$ cat src/rtl/sport_steal_arb_pkg.sv
// Shared constants for the serial-port autobuffer steal arbiter: channel indices,
// FSM encoding and the fixed service priority.
package sport_steal_arb_pkg;

  localparam int unsigned NUM_CH = 4;

  localparam logic [1:0] CH_R0 = 2'd0;
  localparam logic [1:0] CH_T0 = 2'd1;
  localparam logic [1:0] CH_R1 = 2'd2;
  localparam logic [1:0] CH_T1 = 2'd3;

  typedef enum logic [1:0] {
    StIdle  = 2'd0,
    StArb   = 2'd1,
    StSteal = 2'd2
  } arb_state_e;

  // Highest priority first.
  localparam logic [1:0] PRI_ORDER [NUM_CH] = '{CH_R0, CH_T0, CH_R1, CH_T1};

endpackage

$ cat src/rtl/sport_pri_enc.sv
// Fixed-priority encoder over the four autobuffer channels; yields a one-hot grant
// and the matching channel index.
module sport_pri_enc
  import sport_steal_arb_pkg::*;
(
  input  logic [3:0] req,
  output logic [3:0] grant,
  output logic [1:0] idx
);

  logic found;

  always_comb begin
    grant = '0;
    idx   = '0;
    found = 1'b0;
    for (int i = 0; i < NUM_CH; i++) begin
      if (!found && req[PRI_ORDER[i]]) begin
        found               = 1'b1;
        grant[PRI_ORDER[i]] = 1'b1;
        idx                 = PRI_ORDER[i];
      end
    end
  end

endmodule

$ cat src/rtl/sport_steal_arb.sv
// Serial-port autobuffer cycle-steal arbiter: latches word requests, schedules
// one-cycle DMA steals for the DAG and converts wraps into completion interrupts.
module sport_steal_arb
  import sport_steal_arb_pkg::*;
(
  input  logic       DSPCLK,
  input  logic       T_RST,
  input  logic       GO_C,
  input  logic       STBY,
  input  logic [3:0] ABEN,
  input  logic [3:0] REQ,
  input  logic [2:0] R0IREG,
  input  logic [2:0] R1IREG,
  input  logic [2:0] T0IREG,
  input  logic [2:0] T1IREG,
  input  logic [1:0] R0MREG,
  input  logic [1:0] R1MREG,
  input  logic [1:0] T0MREG,
  input  logic [1:0] T1MREG,
  input  logic [3:0] WRAP,
  input  logic [3:0] OVR_CLR,
  output logic [3:0] Sreqx,
  output logic       SREQ,
  output logic       STEAL,
  output logic [3:0] sack,
  output logic [2:0] STEALI,
  output logic [1:0] STEALM,
  output logic [3:0] ABINT,
  output logic [3:0] OVR
);

  arb_state_e state_q;
  logic [3:0] req_set;
  logic [3:0] sreqx_d;
  logic [3:0] ovr_d;
  logic [3:0] grant_oh;
  logic [1:0] grant_idx;
  logic [2:0] i_sel;
  logic [1:0] m_sel;

  assign SREQ    = |Sreqx;
  assign req_set = REQ & ABEN;

  // A new word wins over the acknowledge of the previous one; ABEN low flushes.
  always_comb begin
    sreqx_d = ((Sreqx & ~sack) | req_set) & ABEN;
    ovr_d   = (OVR & ~OVR_CLR) | (req_set & Sreqx & ~sack);
  end

  always_ff @(posedge DSPCLK) begin
    if (T_RST) begin
      Sreqx <= '0;
      OVR   <= '0;
    end else begin
      Sreqx <= sreqx_d;
      OVR   <= ovr_d;
    end
  end

  sport_pri_enc u_pri_enc (
    .req   (Sreqx),
    .grant (grant_oh),
    .idx   (grant_idx)
  );

  always_comb begin
    i_sel = '0;
    m_sel = '0;
    case (grant_idx)
      CH_R0:   begin i_sel = R0IREG; m_sel = R0MREG; end
      CH_T0:   begin i_sel = T0IREG; m_sel = T0MREG; end
      CH_R1:   begin i_sel = R1IREG; m_sel = R1MREG; end
      CH_T1:   begin i_sel = T1IREG; m_sel = T1MREG; end
      default: begin i_sel = '0;     m_sel = '0;     end
    endcase
  end

  always_ff @(posedge DSPCLK) begin
    if (T_RST) begin
      state_q <= StIdle;
      STEAL   <= 1'b0;
      sack    <= '0;
      STEALI  <= '0;
      STEALM  <= '0;
      ABINT   <= '0;
    end else begin
      STEAL <= 1'b0;
      sack  <= '0;
      ABINT <= '0;
      case (state_q)
        StIdle: begin
          if (SREQ) state_q <= StArb;
        end
        StArb: begin
          if (!SREQ) begin
            state_q <= StIdle;
          end else if (GO_C && !STBY) begin
            state_q <= StSteal;
            STEAL   <= 1'b1;
            sack    <= grant_oh;
            STEALI  <= i_sel;
            STEALM  <= m_sel;
          end
        end
        StSteal: begin
          // Only the granted channel's wrap can raise its interrupt.
          ABINT   <= WRAP & sack;
          state_q <= (|sreqx_d) ? StArb : StIdle;
        end
        default: state_q <= StIdle;
      endcase
    end
  end

endmodule

$ cat config.mk
export PLATFORM = sky130hd
export DESIGN_NAME = sport_steal_arb
export DESIGN_NICKNAME = d
export VERILOG_FILES = /design/src/rtl/sport_steal_arb_pkg.sv /design/src/rtl/sport_pri_enc.sv /design/src/rtl/sport_steal_arb.sv
export SDC_FILE = /design/constraint.sdc
export NUM_CORES = 1
export LEC_CHECK = 0
export ABC_AREA = 1
export CAP_MARGIN = 20
export CORE_MARGIN = 2
export CORE_UTILIZATION = 38
export CTS_CLUSTER_SIZE = 14
export DETAILED_ROUTE_END_ITERATION = 8
export PLACE_DENSITY = 0.84
export REMOVE_ABC_BUFFERS = 1
export SLEW_MARGIN = 0
export SYNTH_ARGS = -nofsm -noshare
export SYNTH_HDL_FRONTEND = slang
export SYNTH_SLANG_ARGS = --single-unit
$ cat constraint.sdc
create_clock -name DSPCLK -period 1.6 [get_ports DSPCLK]
set_input_delay 0.48 -clock DSPCLK [delete_from_list [all_inputs] [get_ports DSPCLK]]
set_output_delay 0.48 -clock DSPCLK [all_outputs]
set_load 0.05 [all_outputs]
==> metrics <==
die area approximately 3500 um2; worst setup margin 0.06070 ns; post-synthesis cell type count 22; Initial Utilization about 41%; VDD IR-drop max approximately 0.64 mV; power density over cell area 634.6 nW/um2; Die Span X between 50 and 60 um; initial antenna violation count 0; clock share of power approximately a third; outcome finished with violations; GRT Overall Usage 19.71%; Die Y roughly 60 um; Mean Syn Cell Area between 7 and 8 um2; failing checks design-rule violations; CTS tree yes; pins over their slew limit 0; clk slew on worst S/H paths about 0.14 ns; fillers ~190; asr flop ratio synth 0%; Comb pwr share a little under a quarter; dpl hpwl about 2500 um; Sink Count 24; Switching Power between 300 and 400 uW; htree depth 1; Min-Delay Path Class register to register; crit-path leading delay family flip-flops; core area approximately 2800 um2; DRT Wirelength ~3400 um; pre-CTS WS -0.06376 ns; P_leak roughly 0.94 nW; min cycle time layout between 1.5 and 2 ns; # hold bufs at CTS 0; nets@finish 276; r2r worst-path depth 8; Root Buffer clkbuf_4; # DRC 5; CP bufs+invs 1; Worst path depth 3; worst skew pair latency 0.31 ns; Fin. Hold Viols 0; Worst Setup SP Sreqx[1]$_SDFF_PP0_; CP max-delay cell dfxtp_4; endpoints failing setup 0; pin count of the biggest net entering global routing 15; Peak Freq 0.6496 GHz; clock buffer depth 2; Net Sw Frac 24.67%; Worst Path Max Fanout 3; Critical Path End Type output port; Crit path required time ~1.1 ns; vias per cell a little under 5; crit path cell chain nor2_4 -> nand2_4 -> buf_12; first-pass GRT wire length roughly 5300 um; Synth top area share roughly 42%; Yosys warnings 0; Worst R2R Setup Slack between 0.15 and 0.2 ns; Max-Cap Viols 0; Flop pwr share between 40% and 50%; Seq/Total Area, Yosys between 40 and 50%; cts bufs inserted 3; Ports 63; number of flops mapped to enable cells by yosys 0; Post-Route Setup TNS 0 ns; Area growth syn-to-layout 88.40%; Post-DRT Antenna Nets 0; routed vias between 1k and 1.5k; Synth top cells by count nand2_1, dfxtp_1, inv_1, nor2_1; worst r2r src Sreqx[1]$_SDFF_PP0_; remaining global-route overflow 0; crit path to SREQ; fin crit share slightly below 100%; Slew Limit Headroom between 80 and 90%; P_int 1.030 mW; Main synth FF type dfxtp_1; most common cell in the synthesized netlist nand2_1; antenna cells 0; first drt pass iteration count 6; port buffer count 62; layout cells sized above 1 approximately a fifth; Critical R2R Capture STEALI[0]$_SDFFE_PP0P_; Worst-Margin Slew between 0.2 and 0.3 ns; number of global-route vias before repair between 1k and 1.5k; RD Place Congestion roughly 0.76; num rows 19; Cells after Synth about 160; Worst Path Arrival between 1 and 1.5 ns; Clock Skew 0.004136 ns; Yosys reg bits 24; critical path launch point type register; routed length per instance 12.62 um; RSZ-0062 raised after global routing no; Synth area leaders dfxtp_1, nand2_1, inv_1; WS Path Type register to output port; Critical Path Max Stage Delay 0.39 ns; largest area contributor in the netlist dfxtp_1; Synth Cell Area ~1100 um2; Iter 0 DRT Violations 48
## logic make-up (layout without fill, tap and decap cells)
kind of cell	count (synthesis)	count (layout)	synth area share, %
AND/OR/NAND/NOR	95	95	40.81
buffers and inverters	28	101	9.628
AO/OA/AOI/OAI	15	15	7.550
flip-flops	24	24	42.01
## power by group through the flow
stage	sequential (mW)	clock [mW]	combinational, mW
global placement	0.628	0	0.286
finish	0.613	0.443	0.311
CTS	0.616	0.445	0.295
floorplan	0.653	0	0.0918
detailed placement	0.629	0	0.290
global route	0.614	0.474	0.332
## worst min path at each step
| stage | start | end | slack [ns] | cells past startpoint |
|---|---|---|---|---|
| detailed placement | sack[0]$_SDFF_PP0_ | ABINT[0]$_SDFF_PP0_ | 0.48 | 2 |
| global route | Sreqx[1]$_SDFF_PP0_ | sack[2]$_SDFF_PP0_ | 0.48 | 1 |
| floorplan | state_q[1]$_SDFFE_PP0P_ | ABINT[0]$_SDFF_PP0_ | 0.52 | 2 |
| CTS | sack[0]$_SDFF_PP0_ | ABINT[0]$_SDFF_PP0_ | 0.50 | 2 |
| finish | Sreqx[1]$_SDFF_PP0_ | sack[2]$_SDFF_PP0_ | 0.48 | 1 |
| global placement | sack[3]$_SDFF_PP0_ | ABINT[3]$_SDFF_PP0_ | 0.48 | 2 |
## worst register-to-register path: cells and delay by family, from the launching register on
kind,cells,cell delay (ns)
AND/OR/NAND/NOR,4,0.53
flip-flops,1,0.39
buffers and inverters,3,0.36
AO/OA/AOI/OAI,1,0.06
## sequential cells by signal, summed over array words and instances (netlist names)
register  count
STEALI        3
STEAL         1
Sreqx         4
STEALM        2
state_q       2
ABINT         4
sack          4
OVR           4
## metal layers
layer	vias to the layer above	wire length, um	global-route usage, %
li1	649	-	-
met3	2	222	4.176
met5	-	0	0
met1	588	1461	26.49
met4	0	19	5.519
met2	52	1654	31.90
## repair_timing
action                     4_1_cts  5_1_grt
gates resized for setup          1        4
cloned                           0        0
buffers inserted                 1        4
pin swaps                        1        1
setup endpoints to repair        2        2
## per-stage QoR
stage	util [%]	hold slack (ns)	power (mW)	std cells	instance area, um2
after floorplan	-	0.5215	0.7447	159	1127
after global placement	73.24	0.4761	0.9138	257	2054
after detailed placement	73.24	0.4835	0.9187	257	2054
after CTS	75.42	0.5028	1.356	262	2116
after global routing	76.81	0.4765	1.421	266	2155
final	76.81	0.4755	1.367	266	2155
## layout make-up
cell class	count	area, um2	area share (%)
Clock buffer	3	22.52	1.045
Multi-Input combinational cell	110	555.5	25.78
Clock inverter	1	30.03	1.394
Timing Repair Buffer	72	925.9	42.97
Inverter	25	93.84	4.355
Tap cell	31	38.79	1.800
Sequential cell	24	488.0	22.65
## cell usage in the layout (no fill, tap or decap), types with 2 or more instances in the layout
| cell | instances |
|---|---|
| a21oi_1 | 9 |
| nand2_1 | 51 |
| nand2_4 | 3 |
| buf_12 | 23 |
| dfxtp_4 | 2 |
| dfxtp_1 | 22 |
| nor2_4 | 2 |
| nand3b_1 | 9 |
| clkdlybuf4s50_1 | 39 |
| inv_1 | 24 |
| nor2_1 | 14 |
| nand3_1 | 9 |
| o21ai_0 | 2 |
| clkbuf_4 | 3 |
| nand4_1 | 3 |
| buf_4 | 10 |
Note: power is estimated with default switching activity, not from simulation.
==> RTL change, RTL diff (same settings) <==
Re-encode `arb_state_e` (3 states) as one-hot, 3 bits wide.
--- a/src/rtl/sport_steal_arb_pkg.sv
+++ b/src/rtl/sport_steal_arb_pkg.sv
@@ -9,10 +9,10 @@
   localparam logic [1:0] CH_R1 = 2'd2;
   localparam logic [1:0] CH_T1 = 2'd3;
 
-  typedef enum logic [1:0] {
-    StIdle  = 2'd0,
-    StArb   = 2'd1,
-    StSteal = 2'd2
+  typedef enum logic [2:0] {
+    StIdle  = 3'b001,
+    StArb   = 3'b010,
+    StSteal = 3'b100
   } arb_state_e;
 
   // Highest priority first.
Behaviour: same outputs for any inputs over 10 cycles, from zero or initial values and one cycle with T_RST high; not proved beyond that.
==> RTL change against the unedited design <==
Setup slack lost 0.028 ns. Synthesized area shrank 4.6%. Sequential cell count grew 1. Via count shrank 1.5%. Cell count grew 0.38%. Power shrank 8.6%. Cell area shrank 2.7%. Routed wire length shrank 8.6%. Critical path type unchanged. Highest routed layer unchanged.
==> RTL change: results (changes against the unedited design) <==
[outcome]
status=finished, final reports clean  ; was finished with violations

[cells_and_area]
seq_area_um2=509  ; was 488 µm²
nets=277  ; was 276
seq_share_pct=24.3  ; was 22.6%
inverters=21  ; was 25
clkCellAreaFrac_pct=1.25  ; was 2.44%
layout-drive-gt1-share_pct=19.1  ; was 20.0%
nFlopsAndLatches=25  ; was 24

[synthesis]
ys_seq_area_share_pct=45.9  ; was 42.0%
syn_area_mm2=0.00109  ; was 0.00114 mm²
synth_common_cells=nand2_1 (49), dfxtp_1 (25), nor2_1 (25), inv_1 (20), nand3_1 (12)  ; was nand2_1 (51), dfxtp_1 (24), inv_1 (24), nor2_1 (15)
ys_types=18  ; was 22

[routing]
wirelength_um=3070  ; was 3360 µm
vias=1271  ; was 1291

[global_route]
grt_start_max_net_pins=14  ; was 15
grt_pass1_wl_um=5110  ; was 5250 µm
grtUsageTotal_pct=20.3  ; was 19.7%
grt_pass1_vias=1265  ; was 1173

[sta]
hold_ws_ns=0.506  ; was 0.475 ns

[clock_tree]
clk_pin_slew_ns=0.12  ; was 0.14 ns

[hold_path]
hold-path-endpoint=OVR[1]  ; was sack[2]

[pwr]
p_leak_nw=0.899  ; was 0.944 nW
ir_drop_mv=0.623  ; was 0.642 mV

[placement]
place_ws_ns=-0.0275  ; was -0.0638 ns

[setup_path]
arrival_ns=1.09  ; was 1.06 ns

-- RTL change: changes by cell type in the layout (fill, tap and decap cells not counted), moves of 2 or more --
cell | before | now
nand3_1 | 9 | 12
nand2_1 | 51 | 49
inv_1 | 24 | 20
nor3_1 | 1 | 4
nand2_4 | 3 | 1
nand3b_1 | 9 | 1
o21ai_0 | 2 | 8
nor2_1 | 14 | 24
a21oi_1 | 9 | 4
-- RTL change: where the power goes --
group / internal, mW / switching, mW
Clock: 0.0976 / 0.176
Combinational: 0.178 / 0.143
Sequential: 0.640 / 0.0148
-- RTL change: what timing repair did --
item                       CTS  global route
setup endpoints to repair    1             1
gates resized for setup      5             4
buffers inserted             0             4
pin swaps                    1             1
-- RTL change: worst max path at each step --
| stage | from | endpoint | slack [ns] | cells past startpoint |
|---|---|---|---|---|
| after floorplan | Sreqx[2] | sack[2] | -0.26 | 6 |
| final | Sreqx[0] | SREQ | 0.03 | 3 |
| after CTS | Sreqx[0] | SREQ | 0.002 | 3 |
| after detailed placement | GO_C | STEALI[1] | -0.03 | 7 |
| after global placement | GO_C | STEALM[1] | -0.01 | 7 |
| after global routing | Sreqx[0] | SREQ | -0.03 | 3 |
-- RTL change: layer usage --
metal | up-vias | share of wire, % | track usage [%]
met4 | 0 | 1.7 | 12.3
met3 | 4 | 8.6 | 5.22
met2 | 60 | 48 | 35.6
met5 | - | 0 | 0
li1 | 656 | - | -
met1 | 551 | 42 | 21.6
-- RTL change: cells by family after synthesis --
kind of cell           count (synthesis)  share of synthesized area [%]
flip-flops                            25                           45.9
AO/OA/AOI/OAI                         14                           6.77
AND/OR/NAND/NOR                       99                           38.4
buffers and inverters                 24                           8.94
-- RTL change: worst max-delay path, stage by stage, from the launching register on --
cell and delay, ns:
dfxtp_4 0.38, nor2_4 0.16, nand2_4 0.08, buf_12 0.15
